<file path="config.mk">
export PLATFORM = sky130hd
export DESIGN_NAME = fetch_seq
export DESIGN_NICKNAME = d
export VERILOG_FILES = /design/src/rtl/fetch_seq.sv
export SDC_FILE = /design/constraint.sdc
export NUM_CORES = 1
export LEC_CHECK = 0
export CAP_MARGIN = 20
export CORE_MARGIN = 1
export CORE_UTILIZATION = 45
export DETAILED_ROUTE_END_ITERATION = 8
export PLACE_DENSITY = 0.76
export SLEW_MARGIN = 20
export SYNTH_ARGS = -nofsm -noshare
export SYNTH_HDL_FRONTEND = slang
export SYNTH_SLANG_ARGS = --single-unit
</file>
<file path="constraint.sdc">
create_clock -name clk_i -period 2.1 [get_ports clk_i]
set_input_delay 0.42 -clock clk_i [delete_from_list [all_inputs] [get_ports clk_i]]
set_output_delay 0.42 -clock clk_i [all_outputs]
set_load 0.02 [all_outputs]
</file>
<file path="src/rtl/fetch_seq.sv">
// -----------------------------------------------------------------------------
// fetch_seq - program-counter and instruction-fetch sequencer
//
// Holds the program counter and fetches one instruction at a time from
// instruction memory over a req/ack handshake. The fetched word goes to decode
// over a valid/ready handshake. A taken branch redirects the PC. If the branch
// arrives while a memory request is in flight, the request still completes and
// its data is dropped. At most one fetch is outstanding and there is no
// prefetch. All outputs come straight from registers.
//
// Ports
//   clk_i          in   1        clock, rising edge
//   rst_ni         in   1        asynchronous reset, active-low
//   branch_i       in   1        taken-branch strobe (one cycle per branch)
//   target_i       in   ADDR_W   branch target, valid with branch_i
//   stall_i        in   1        blocks issue of a new memory request (IDLE only)
//   mem_req_o      out  1        instruction memory request
//   mem_addr_o     out  ADDR_W   request address, stable while mem_req_o=1
//   mem_ack_i      in   1        memory acknowledge, mem_rdata_i valid same cycle
//   mem_rdata_i    in   INSTR_W  instruction read data
//   instr_o        out  INSTR_W  fetched instruction
//   instr_pc_o     out  ADDR_W   address of instr_o
//   instr_valid_o  out  1        instr_o / instr_pc_o valid
//   instr_ready_i  in   1        decode accepts instr_o
// -----------------------------------------------------------------------------
module fetch_seq #(
    parameter int unsigned              ADDR_W   = 8,
    parameter int unsigned              INSTR_W  = 8,
    parameter logic [ADDR_W-1:0]        RESET_PC = '0
) (
    input  logic                clk_i,
    input  logic                rst_ni,
    input  logic                branch_i,
    input  logic [ADDR_W-1:0]   target_i,
    input  logic                stall_i,
    output logic                mem_req_o,
    output logic [ADDR_W-1:0]   mem_addr_o,
    input  logic                mem_ack_i,
    input  logic [INSTR_W-1:0]  mem_rdata_i,
    output logic [INSTR_W-1:0]  instr_o,
    output logic [ADDR_W-1:0]   instr_pc_o,
    output logic                instr_valid_o,
    input  logic                instr_ready_i
);

    typedef enum logic [1:0] {
        IDLE = 2'd0,
        REQ  = 2'd1,
        HOLD = 2'd2
    } state_t;

    state_t               state_q,       state_d;
    logic [ADDR_W-1:0]    pc_q,          pc_d;
    logic                 mem_req_q,     mem_req_d;
    logic [ADDR_W-1:0]    mem_addr_q,    mem_addr_d;
    logic [INSTR_W-1:0]   instr_q,       instr_d;
    logic [ADDR_W-1:0]    instr_pc_q,    instr_pc_d;
    logic                 instr_valid_q, instr_valid_d;
    // Set when a branch redirected the PC while a request was in flight;
    // the data returned by that request belongs to the old path.
    logic                 flush_q,       flush_d;

    // NOTE: sequential state is updated with non-blocking assignments only, so
    // every register samples its next value from the same pre-edge snapshot.
    always_ff @(posedge clk_i or negedge rst_ni) begin
        if (!rst_ni) begin
            state_q       <= IDLE;
            pc_q          <= RESET_PC;
            mem_req_q     <= 1'b0;
            mem_addr_q    <= RESET_PC;
            instr_q       <= '0;
            instr_pc_q    <= RESET_PC;
            instr_valid_q <= 1'b0;
            flush_q       <= 1'b0;
        end else begin
            state_q       <= state_d;
            pc_q          <= pc_d;
            mem_req_q     <= mem_req_d;
            mem_addr_q    <= mem_addr_d;
            instr_q       <= instr_d;
            instr_pc_q    <= instr_pc_d;
            instr_valid_q <= instr_valid_d;
            flush_q       <= flush_d;
        end
    end

    always_comb begin
        // NOTE: every signal written below gets its hold value first; a path
        // that leaves one unassigned would otherwise infer a latch.
        state_d       = state_q;
        pc_d          = pc_q;
        mem_req_d     = mem_req_q;
        mem_addr_d    = mem_addr_q;
        instr_d       = instr_q;
        instr_pc_d    = instr_pc_q;
        instr_valid_d = instr_valid_q;
        flush_d       = flush_q;

        unique case (state_q)
            IDLE: begin
                if (branch_i) begin
                    pc_d = target_i;
                end else if (!stall_i) begin
                    mem_addr_d = pc_q;
                    mem_req_d  = 1'b1;
                    state_d    = REQ;
                end
            end

            // mem_addr_q is never written here, which keeps the request
            // address stable for the whole handshake. stall_i is ignored.
            REQ: begin
                if (mem_ack_i) begin
                    mem_req_d = 1'b0;
                    if (flush_q || branch_i) begin
                        // Wrong-path data: discard it. The PC already holds
                        // the redirect target unless the branch is this cycle.
                        flush_d = 1'b0;
                        if (branch_i) begin
                            pc_d = target_i;
                        end
                        state_d = IDLE;
                    end else begin
                        instr_d       = mem_rdata_i;
                        instr_pc_d    = mem_addr_q;
                        instr_valid_d = 1'b1;
                        pc_d          = mem_addr_q + ADDR_W'(1);
                        state_d       = HOLD;
                    end
                end else if (branch_i) begin
                    // Let the request finish; a later branch simply
                    // overwrites the PC again.
                    pc_d    = target_i;
                    flush_d = 1'b1;
                end
            end

            // A branch beats instr_ready_i: the held word is off-path.
            HOLD: begin
                if (branch_i) begin
                    instr_valid_d = 1'b0;
                    pc_d          = target_i;
                    state_d       = IDLE;
                end else if (instr_ready_i) begin
                    instr_valid_d = 1'b0;
                    state_d       = IDLE;
                end
            end

            default: begin
                state_d = IDLE;
            end
        endcase
    end

    assign mem_req_o     = mem_req_q;
    assign mem_addr_o    = mem_addr_q;
    assign instr_o       = instr_q;
    assign instr_pc_o    = instr_pc_q;
    assign instr_valid_o = instr_valid_q;

endmodule
</file>
==> results.md <==
| Stage | Result | This run |
| --- | --- | --- |
| drt | Final routed DRC violation total | 0 |
| critical path | Slowest cell delay on critical path | 670 ps |
| critical path | Path depth of the worst reg2reg path | 3 |
| drt | DR vias/cell | 5.56 |
| timing | Hold Vio Cnt, Final | 0 |
| synth | Ys Warns | 0 |
| critical path | Crit Path Max Fanout | 8 |
| critical path | Element type at the critical path start | register |
| power | Maximum vdd drop | 0.770 mV |
| drt | Number of design-rule violations left by the first detailed-router iteration | 44 |
| cts | Worst-Skew Late Latency | 340 ps |
| cts | Clock buffer count from CTS | 5 |
| floorplanning | CORE AREA | 3420 µm² |
| cts | CTS Hold Bufs | 0 |
| drt | Routed Wire Length | 3620 µm |
| global route | Global Route met2 Usage | 31.1% |
| floorplanning | Std-Cell Rows | 21 |
| timing | Peak Freq | 0.519 GHz |
| cts | Clock-pin transition on the worst setup and hold timing paths | 100 ps |
| synth | Count of different cell masters after synthesis | 33 |
| timing | Number of pins with negative max-slew slack in the final report | 0 |
| cells and area | Final core occ | 64.9% |
| global route | Top Usage Layer GRT | met2 |
| run status | Result of the run | complete, no violations |
| timing | Slew HR | 46.6% |
| critical path | Critical path capture point | mem_addr_o[2] |
| timing | Post-layout minimum cycle time | 1920 ps |
| drt | ANT nets after route | 0 |
| power | P_leak | 0.921 nW |
| synth | Commonest register cell after synthesis | dfrtp_1 |
| cells and area | Final-stage net count | 210 |
| floorplanning | Initial Util | 48.4% |
| floorplanning | Top-Level Pins | 48 |
| synth | EDFF count, synth | 0 |
| critical path | Worst path arrival time | 1500 ps |
| cells and area | Diode count | 0 |
| placement | Count of port buffers added during placement | 47 |
| timing | Max Clock Skew | 8.91 ps |
| run | Count of maximum capacitance violations | 0 |
| timing | Number of setup violations in the final report | 0 |
| hold path | Hold Crit Class | input pin to async pin |
| placement | GPL Wtd Cong | 0.833 |
| synth | Post-Syn Area per Cell | 12.3 µm² |
| critical path | Buffering stage count on the worst path with inverters included | 1 |
| synth | Synth async-reset ratio | 100% |
| global route | Number of antenna violations at the first check in global routing | 0 |
| floorplanning | Die footprint | 3920 µm² |
| critical path | Worst flop-to-flop path startpoint | state_q[0] |
| cts | Cell chosen for the clock root | clkbuf_4 |
| cts | Clock tree from TritonCTS | built |
| global route | All-Layer GR Usage | 20.5% |
| critical path | Critical path required time | 1680 ps |
| floorplanning | Height of the die | 62.6 µm |
| power | Total power density per cell area | 1240 nW/µm² |
| synth | Seq/Total Area, Yosys | 56.0% |
| synth | Cell with the most instances after synthesis | dfrtp_1 |
| global route | First-pass GRT wire length | 6130 µm |
| critical path | Kind of capture point of the worst setup path | output port |
| synth | Most area-hungry cell type in the Yosys netlist | dfrtp_1 |
| synth | Largest cells by area after synthesis | dfrtp_1 56%, mux2_2 10%, mux2_4 6.4% |
| global route | GRT overflow | 0 |
| floorplanning | Floorplan die width | 62.6 µm |
| drt | Detailed-router iteration count before antenna repair | 5 |
| cells and area | Proportion of layout cells with a drive suffix above 1 | 18.6% |
| timing | Slew of the pin with the lowest slew margin | 800 ps |
| cts | Deepest level of the CTS H-tree | 2 |
| cts | Post-CTS resize count | 0 |
| timing | Total Negative Setup Slacks | 0 ps |
| critical path | Slowest stage cell on the critical path | clkdlybuf4s50_1 |
| synth | Gate Count Post-Synth | 134 |
| global route | Largest net degree at the start of global routing | 38 |
| cts | # Post-CTS Setup Buffers | 0 |
| global route | Vias in the first global route | 1255 |
| synth | Syn Std Cell Area | 1650 µm² |
| synth | Number of synthesized register bits | 37 |
| cells and area | Area growth from synthesis to layout | 34.1% |
| critical path | Endpoint of the worst register-to-register path | instr_pc_o[3] |
| critical path | Cell-by-cell trace of the critical path | clkdlybuf4s50_1 |
| placement | Detail Placement HPWL | 2520 µm |
| critical path | CP top delay family | buffers and inverters |
| drt | Wire length per cell | 15.5 µm |
| timing | Period utilisation layout | 91.7% |
| drt | Total vias in the final route | 1301 |
| timing | RSZ-0062 raised after global routing | false |
| cts | Count of clock tree sinks | 37 |
| global route | Grt met3 use | 7.30% |
| critical path | Critical path class | register to output port |
| critical path | Worst path depth | 1 |
| critical path | Launching instance or port of the critical path | mem_addr_o[2] |
| cts | CTS Buffer Depth | 2 |
| synth | Synthesized Nets | 157 |
| synth | Top cell types by occurrence after synthesis | 37 x dfrtp_1, 15 x mux2_2, 9 x nor2_1, 8 x o21ai_0, 7 x mux2_4 |
| synth | Area fraction of the dominant cell type after synthesis | 56.0% |
| global route | Met1 Resource Use GR | 27.6% |
| critical path | Register-to-Register Setup Slack | 520 ps |
-- worst min-delay path by stage --
| stage | startpoint | depth (start not counted) | endpoint | slack [ps] |
|---|---|---|---|---|
| global route | rst_ni | 1 | instr_o[2] | 200 |
| floorplan | rst_ni | 0 | flush_q | 120 |
| detailed placement | instr_pc_o[0] | 2 | instr_pc_o[0] | 480 |
| global placement | pc_q[0] | 2 | mem_addr_o[0] | 460 |
| CTS | rst_ni | 1 | instr_pc_o[6] | 180 |
| finish | rst_ni | 1 | instr_o[2] | 160 |
-- cell families (layout without fill, tap and decap cells) --
family	Yosys count	count (layout)	synth area share, %
xor+xnor	4	4	2.12
flops	37	37	56.0
fa+ha+maj	1	1	0.757
mux	22	22	16.6
buf+inv	8	62	2.80
simple gates	31	31	9.99
compound gates	31	31	11.7
-- worst reg2reg max path, cell delays in order, from the launching register on --
cell and delay, ps:
dfrtp_1 500, and4bb_2 330, nand2_4 250, mux2_2 380
-- registers in the layout (all words and copies together) (netlist names) --
name	count
instr_o	8
instr_pc_o	8
mem_addr_o	8
pc_q	8
state_q	2
flush_q	1
instr_valid_o	1
mem_req_o	1
-- cell usage in the layout, fill, tap and decap left out, types with 2 or more instances in the layout --
cell	instances
nand3_1	6
inv_1	3
nor2_1	9
o22ai_1	5
clkbuf_1	3
buf_4	3
clkbuf_4	5
a31oi_1	4
mux2_2	15
clkdlybuf4s50_1	46
xnor2_1	2
a21oi_1	6
o21ai_0	8
nand2_1	6
xor2_1	2
and3_1	3
dfrtp_1	37
mux2_4	7
o21a_1	2
-- area by class of cell --
| cell class | instances | area (µm²) |
|---|---|---|
| clock buffer | 8 | 48.8 |
| fill | 279 | 1200 |
| inverter | 4 | 15.0 |
| multi-input combinational | 89 | 681 |
| sequential | 37 | 926 |
| tap | 46 | 57.6 |
| timing repair buffer | 50 | 488 |
-- per-layer routing --
metal | part of all wire [%] | routed length, µm
met1 | 46 | 1670
met2 | 46 | 1670
met3 | 6.5 | 234
met4 | 0.97 | 35
met5 | 0 | 0
-- per-stage QoR --
stage / instances / hold slack, ps / area (µm²) / setup WS (ps) / power, W
floorplan: 134 / 124 / 1650 / 634 / 0.00183
global placement: 226 / 464 / 2170 / 142 / 0.00239
detailed placement: 226 / 479 / 2170 / 76.0 / 0.00243
CTS: 234 / 177 / 2220 / 167 / 0.00278
global route: 234 / 202 / 2220 / 91.2 / 0.00293
finish: 234 / 157 / 2220 / 175 / 0.00276
-- power breakdown --
group          total, W  internal, W  switching (W)
clock          0.000345     0.000133       0.000212
sequential      0.00119     0.000965       0.000229
combinational   0.00122     0.000684       0.000534
total           0.00276      0.00178       0.000975
Note: power is estimated with default switching activity, not from simulation.
